## src/rtl/neuron_activation_stage.sv

```systemverilog
// neuron_activation_stage: clamped ReLU over a neuron result triple, emitted one element per handshake (optional leaky mode: LEAKY_RELU_EN)
module neuron_activation_stage #(
   parameter int EXP_W       = 5,
   parameter int MAN_W       = 6,
   parameter int MAX_EXP     = 20,
   parameter int LEAKY_SHIFT = 2
) (
   input  logic             Clock,
   input  logic             Reset,
   input  logic             InValid,
   output logic             InReady,
   input  logic             SignIn0,
   input  logic             SignIn1,
   input  logic             SignIn2,
   input  logic [EXP_W-1:0] ExponentIn0,
   input  logic [EXP_W-1:0] ExponentIn1,
   input  logic [EXP_W-1:0] ExponentIn2,
   input  logic [MAN_W-1:0] MantissaIn0,
   input  logic [MAN_W-1:0] MantissaIn1,
   input  logic [MAN_W-1:0] MantissaIn2,
   output logic             OutValid,
   input  logic             OutReady,
   output logic             SignOut,
   output logic [EXP_W-1:0] ExponentOut,
   output logic [MAN_W-1:0] MantissaOut,
   output logic [1:0]       OutIndex,
   output logic             OutLast,
   output logic [7:0]       ClampCount
);
   localparam int W = 1 + EXP_W + MAN_W;
   localparam logic [1:0] IDLE  = 2'd0;
   localparam logic [1:0] EMIT0 = 2'd1;
   localparam logic [1:0] EMIT1 = 2'd2;
   localparam logic [1:0] EMIT2 = 2'd3;
   localparam logic [EXP_W-1:0] MAX_E = EXP_W'(MAX_EXP);
   logic [1:0] state;
   logic [W-1:0] hold1, hold2;
   logic [W:0] out_r, nxt;
   function automatic logic [W:0] act(input logic [W-1:0] v);
      logic s;
      logic [EXP_W-1:0] e;
      logic [MAN_W-1:0] m;
      {s, e, m} = v;
      if (e == '0 && m == '0) act = '0;
      else if (s) begin
`ifdef LEAKY_RELU_EN
         act = (e <= EXP_W'(LEAKY_SHIFT)) ? '0 : {2'b01, e - EXP_W'(LEAKY_SHIFT), m};
`else
         act = '0;
`endif
      end
      else if (e > MAX_E) act = {2'b10, MAX_E, {MAN_W{1'b1}}};
      else act = {1'b0, v};
   endfunction
   assign InReady  = state == IDLE;
   assign OutValid = state != IDLE;
   assign {SignOut, ExponentOut, MantissaOut} = out_r[W-1:0];
   // activation of the element loaded on the next state entry: input 0 at capture, then held operands
   always_comb begin
      nxt = act(state == IDLE ? {SignIn0, ExponentIn0, MantissaIn0} : state == EMIT0 ? hold1 : hold2);
   end
   // handshake FSM, holding register, registered outputs and saturating clamp counter
   always_ff @(posedge Clock) begin
      if (Reset) begin
         state      <= IDLE;
         hold1      <= '0;
         hold2      <= '0;
         out_r      <= '0;
         OutIndex   <= '0;
         OutLast    <= 1'b0;
         ClampCount <= '0;
      end else if (state == IDLE) begin
         if (InValid) begin
            hold1    <= {SignIn1, ExponentIn1, MantissaIn1};
            hold2    <= {SignIn2, ExponentIn2, MantissaIn2};
            out_r    <= nxt;
            OutIndex <= 2'd0;
            OutLast  <= 1'b0;
            state    <= EMIT0;
         end
      end else if (OutReady) begin
         if (out_r[W] && ClampCount != 8'hFF) ClampCount <= ClampCount + 8'd1;
         out_r    <= state == EMIT2 ? out_r : nxt;
         OutIndex <= state == EMIT0 ? 2'd1 : state == EMIT1 ? 2'd2 : OutIndex;
         OutLast  <= OutLast | (state == EMIT1);
         state    <= state == EMIT2 ? IDLE : state + 2'd1;
      end
   end
endmodule

```

## config.mk

```make
export PLATFORM = sky130hd
export DESIGN_NAME = neuron_activation_stage
export DESIGN_NICKNAME = d
export VERILOG_FILES = /design/src/rtl/neuron_activation_stage.sv
export SDC_FILE = /design/constraint.sdc
export NUM_CORES = 1
export LEC_CHECK = 0
export ABC_AREA = 1
export BUFFER_PORTS_ARGS = -buffer_cell sky130_fd_sc_hd__buf_2
export CAP_MARGIN = 40
export CORE_MARGIN = 1
export CORE_UTILIZATION = 47
export DETAILED_ROUTE_END_ITERATION = 10
export PLACE_DENSITY = 0.78
export SETUP_SLACK_MARGIN = 0.1
export SLEW_MARGIN = 25
export SYNTH_ARGS = -nofsm -noshare
export SYNTH_HDL_FRONTEND = slang
export SYNTH_SLANG_ARGS = --single-unit
```

## constraint.sdc

```tcl
create_clock -name Clock -period 1.7 [get_ports Clock]
set_input_delay 0.17 -clock Clock [delete_from_list [all_inputs] [get_ports Clock]]
set_output_delay 0.17 -clock Clock [all_outputs]
set_load 0.02 [all_outputs]
```

# After elaboration in Yosys (flattened, before gate mapping)
# Cells that the tools add are included.
dict set report word_totals {
  output_inout_bits 25
  reg_bits 50
  word_cells 52
  in_bits 40
}
dict set report classes {
  mux 21
  n_addsub 2
  eq_ne 6
  bitwise_logic 2
  n_reduce_logical 13
  magnitude_cmp 1
}
# cell count
set ops {}
lappend ops {{2-to-1 mux 13 bit} 7}
lappend ops {{2-to-1 mux 12 bit} 2}
lappend ops {{2-to-1 mux 2 bit} 9}
lappend ops {{AND reduction 3 bit} 3}
lappend ops {{adder 8 x 1 -> 8 bit (second input constant)} 1}
lappend ops {{inequality test 8 bit (second input constant)} 1}
lappend ops {{zero test 6 bit} 1}
lappend ops {{> comparator 5 bit (second input constant)} 1}
lappend ops {{zero test 5 bit} 1}
lappend ops {{equality test 2 bit (second input constant)} 2}
lappend ops {{inequality test 2 bit (second input constant)} 2}
lappend ops {{AND reduction 2 bit} 2}
lappend ops {{nonzero test 2 bit} 2}
lappend ops {{2-to-1 mux 1 bit} 3}
lappend ops {{nonzero test 3 bit} 1}
lappend ops {{adder 2 x 1 -> 2 bit (second input constant)} 1}
lappend ops {{equality test 2 x 1 -> 1 bit (second input constant)} 1}
lappend ops {{logical AND 1 bit} 2}
lappend ops {{zero test 2 bit} 1}
lappend ops {{NOT 1 bit} 1}
lappend ops {{OR 1 bit} 1}

# Logic depth before layout (Yosys ltp)
dict set report depth {
  word_depth 10
  depth_mapped 13
  ltp_nobuf 12
}

# Worst setup path after synthesis
# Ideal clock, no wire load.
dict set report synth_timing {
  path_type {register to register}
  start {register state[0]}
  end {register out_r[3]}
  setup_ns 0.132
  arrival_time_ns 1.667
  required_time_ns 1.568
  synth_period_minus_slack_ns 1.799
  path_stages_with_launch 11
  slack_ns -0.099
  n_path_buf 0
  path_cell_list {dfxtp_1 inv_1 ha_1 inv_2 or2_2 nand2_1 nand3_2 nand3_4 nand2_1 nand3_1 a21oi_1}
}
# element line
set synth_rtl {}
lappend synth_rtl {{start, declared} 36} ;# logic [1:0] state;
lappend synth_rtl {{start signal, assigned} 86} ;# state <= state == EMIT2 ? IDLE : state + 2'd1;
lappend synth_rtl {{zero test 2 bit (*)} n/a}
lappend synth_rtl {{via InReady} 11} ;# output logic InReady,
lappend synth_rtl {{2-to-1 mux 12 bit} 60} ;# nxt = act(state == IDLE ? {SignIn0, ExponentIn0, MantissaIn0} : state == EMIT0 ? hold1 : hold2);
lappend synth_rtl {{> comparator 5 bit} 52} ;# else if (e > MAX_E) act = {2'b10, MAX_E, {MAN_W{1'b1}}};
lappend synth_rtl {{2-to-1 mux 13 bit} 52}
lappend synth_rtl {{2-to-1 mux 13 bit} 45} ;# else if (s) begin
lappend synth_rtl {{2-to-1 mux 13 bit} 44} ;# if (e == '0 && m == '0) act = '0;
lappend synth_rtl {{2-to-1 mux 13 bit} 83} ;# out_r <= state == EMIT2 ? out_r : nxt;
lappend synth_rtl {{2-to-1 mux 13 bit} 81} ;# end else if (OutReady) begin
lappend synth_rtl {{2-to-1 mux 13 bit} 72} ;# end else if (state == IDLE) begin
lappend synth_rtl {{end signal, assigned} 76} ;# out_r <= nxt;
lappend synth_rtl {{end signal, assigned} 83}
lappend synth_rtl {{end, declared} 38} ;# logic [W:0] out_r, nxt;
# The timed path passes the listed nets; every way through them passes the cells marked *. The select of a mux whose other input is x is not followed.
# A chain may end at the register's enable or synchronous reset.

# Final worst setup path
dict set report layout_timing {
  start {register state[1]}
  end {register out_r[8]}
}
dict set report layout_via {
  elab_chain_len 10
}
# element line
set layout_lines {}
lappend layout_lines {{equality test 2 x 1 -> 1 bit} 60}
lappend layout_lines {{2-to-1 mux 12 bit (2 in series)} 60}
lappend layout_lines {{> comparator 5 bit} 52}
lappend layout_lines {{2-to-1 mux 13 bit} 52}
lappend layout_lines {{2-to-1 mux 13 bit} 45}
lappend layout_lines {{2-to-1 mux 13 bit} 44}
lappend layout_lines {{2-to-1 mux 13 bit} 83}
lappend layout_lines {{2-to-1 mux 13 bit} 81}
lappend layout_lines {{2-to-1 mux 13 bit} 72}
# Parallel ways exist; a longest one is shown, timed or not. The select of a mux whose other input is x is not followed.

==> metrics.md <==
| Metric | Value |
|---|---|
| Pin count of the biggest net entering global routing | `32` |
| Vias | `2278` |
| Worst hold start | `MantissaIn2[4]` |
| Clock buffer depth | `2` |
| Fin. Hold Viols | `0` |
| Worst Path Arrival | `1810 ps` |
| Die H | `73.2 um` |
| Worst Hold End | `hold2[4]$_SDFFE_PP0P_` |
| Crit Path Max Fanout | `7` |
| CTS Root Cell | `clkbuf_8` |
| CTS tree | `built` |
| Met1 wire length | `2.59 mm` |
| Period utilization | `95.6%` |
| Worst-case vdd ir drop | `0.791 mV` |
| Reg-to-Reg End | `out_r[8]$_SDFFE_PP0P_` |
| Synth unique cells | `35` |
| Final Max Slew Viols | `0` |
| Routability cong. | `0.806` |
| Final core occ | `64.8%` |
| HPWL Detailed | `3.76 mm` |
| Setup_tns | `0 ps` |
| Die Area | `0.00536 mm2` |
| Final WL | `5.70 mm` |
| Total grt overflow | `0` |
| First-pass GRT wire length | `8.47 mm` |
| Initial Util | `49.5%` |
| Num rows | `25` |
| CP Data Required Time | `1890 ps` |
| FF-to-FF path depth | `11` |
| H-tree Lvls | `2` |
| Clock Latency Late Sink | `300 ps` |
| Final setup violation count | `0` |
| Antenna violations before repair | `0` |
| Mapped Area | `0.00238 mm2` |
| Reg clk slew, reported paths | `90 ps` |
| Crit-path max cell delay | `350 ps` |
| Tightest Pin Transition | `729 ps` |
| Fillers | `436` |
| N_diodes | `0` |
| Max cap viols | `0` |
| Metal3 WL | `305 um` |
| Total CTS buffers | `5` |
| Antenna-violating nets left | `0` |
| WL met2 | `2.71 mm` |
| Setup crit start | `state[1]$_SDFFE_PP0P_` |
| Num ports | `65` |
| P&R area growth vs syn | `30.9%` |
| Layout Nets | `440` |
| Cells on Worst Hold Path | `3` |
| HP Class | `input port to flip-flop` |
| Top Layer Used | `met4` |
| Most frequent cells in the layout | `buf_2 (63), nor2_1 (54), nand2_1 (48)` |
| Final min period | `1630 ps` |
| Clk sink count | `49` |
| Vias in the first global route | `1886` |
| Clk_skew | `5.27 ps` |
| Most frequent cell on the critical path | `nand3_4` |
| Syn nets | `371` |
| Core area | `0.00482 mm2` |
| #FFs+latches synth | `49` |
| Final Power | `6.43 mW` |
| PwrDens | `2060 mW/mm2` |
| R2R Path Start | `state[1]$_SDFFE_PP0P_` |
| Headroom to the max-slew limit | `51.3%` |
| I/O Buffers | `63` |
| 1st-pass router iterations | `4` |
| Total Routing Usage GR | `20.8%` |
| Setup repair after global routing missed its margin | `true` |
| Mean Syn Cell Area | `7.34 um2` |
| Final worst setup slack | `74.5 ps` |
| FMAX | `615 MHz` |
| Slowest-stage cell, CP | `dfxtp_2` |
| Critical path, cell by cell | `inv_4 -> ha_4 -> inv_6 -> buf_12 -> or2_4 -> nand2_4 -> nand3_4 -> nand3_4 -> nand2_1 -> nand3_1 -> a21oi_1` |
| Sequential-to-total area share from yosys stat | `41.1%` |
| Yosys warns | `0` |
| Multi-input gate area in the final layout | `0.00128 mm2` |
| Commonest non-fill, non-tap cell in the layout | `buf_2` |
| Layout cells sized above 1 | `37.7%` |
| Die width | `73.2 um` |
| Flop-to-flop setup slack | `70 ps` |
| Status | `finished, final reports clean` |
| Wirelength per Cell | `12.3 um` |
| Via density per instance | `4.93` |
| FF/Latch Area | `988 um2` |
| Drt drc | `0` |
| Hold-fix buffers, CTS | `0` |
| Leak pwr | `1.37 nW` |
| Post-place setup slack | `-25.5 ps` |
| 1st-iter DRT viols | `116` |
| Mapped Cells | `325` |
| WS Path Type | `flip-flop to flip-flop` |
| CP Launch Type | `flip-flop` |
| Worst setup EP type | `flip-flop` |
power by group:
| part | switching [mW] | internal [mW] | total (mW) |
|---|---|---|---|
| Sequential | 0.203 | 1.52 | 1.72 |
| Clock | 0.389 | 0.285 | 0.674 |
| Combinational | 2.25 | 1.79 | 4.04 |
| Total | 2.85 | 3.59 | 6.43 |
critical path: cells and delay by family (launching register included):
kind,cells,cell delay [ps]
flip-flops,1,350
buffers and inverters,3,260
AO/OA/AOI/OAI,1,70
adder cells (fa/ha/maj),1,160
AND/OR/NAND/NOR,6,700
metal layers:
metal  GRT usage (%)  vias to the layer above
met1            27.0                     1014
li1                -                     1183
met2            34.1                       73
met5               0                        -
met4            7.84                        0
met3            4.01                        8
through the flow:
| stage | std cells | hold slack (ps) | cell area, um2 |
|---|---|---|---|
| 3_5_place_dp | 439 | 425 | 2720 |
| 5_1_grt | 462 | 120 | 3120 |
| 4_1_cts | 452 | 109 | 2880 |
| 6_report | 462 | 118 | 3120 |
| 2_1_floorplan | 325 | 335 | 2400 |
| 3_3_place_gp | 439 | 425 | 2720 |
worst max path at each step:
stage | endpoint | slack [ps] | cells past startpoint
final | out_r[8]$_SDFFE_PP0P_ | 70 | 11
after global routing | out_r[7]$_SDFFE_PP0P_ | -10 | 12
after floorplan | out_r[8]$_SDFFE_PP0P_ | 110 | 10
after global placement | ClampCount[3]$_SDFFE_PP0P_ | 60 | 10
after detailed placement | out_r[0]$_SDFFE_PP0P_ | -30 | 11
after CTS | out_r[0]$_SDFFE_PP0P_ | 70 | 11
synthesized netlist by cell type, drive strengths merged:
cell type | number | share of area, %
a311oi | 1 | 0.37
dfxtp | 49 | 41
conb | 1 | 0.16
nand2 | 61 | 11
nor3 | 2 | 0.42
o21bai | 1 | 0.31
nand3 | 24 | 6.0
buf | 21 | 6.5
a21oi | 22 | 4.8
xnor2 | 1 | 0.37
xor2 | 1 | 0.37
and3 | 1 | 0.26
o21ai | 39 | 8.7
nand4 | 3 | 0.79
clkbuf | 7 | 1.1
o211ai | 1 | 0.52
ha | 6 | 3.1
inv | 18 | 2.8
or2 | 5 | 1.4
a22oi | 1 | 0.31
a211oi | 1 | 0.31
nor2 | 59 | 9.4
logic make-up (layout without fill, tap and decap cells):
group                      count (synthesis)  in the layout  share of synthesized area, %
AOI/OAI and AO/OA                         66             66                          15.3
xor gates and xnor gates                   2              2                         0.735
adders and majority gates                  6              6                          3.15
buffers and inverters                     46            116                          10.4
DFF                                       49             49                          41.1
other                                      1              1                         0.157
and+or+nand+nor                          155            155                          29.1
sequential cells by signal, indices dropped and copies added, names as in the netlist, named ones only:
signal      flops
hold1          12
hold2          12
out_r          12
ClampCount      8
OutIndex        2
state           2
cell type report:
type | count | area share (%)
Inverter | 18 | 2.77
Timing Repair Buffer | 89 | 18.7
Clock inverter | 3 | 0.561
Tap cell | 67 | 2.69
Sequential cell | 49 | 31.7
Multi-Input combinational cell | 230 | 41.2
Timing Repair inverter | 1 | 0.240
Clock buffer | 5 | 2.20
what timing repair did:
item / 4_1_cts / 5_1_grt
gates resized for setup: 9 / 47
setup endpoints to repair: 32 / 43
endpoints found under the hold margin: 0 / 0
cloned: 1 / 4
pin swaps: 3 / 8
setup buffers: 4 / 6
Note: power is estimated with default switching activity, not from simulation.
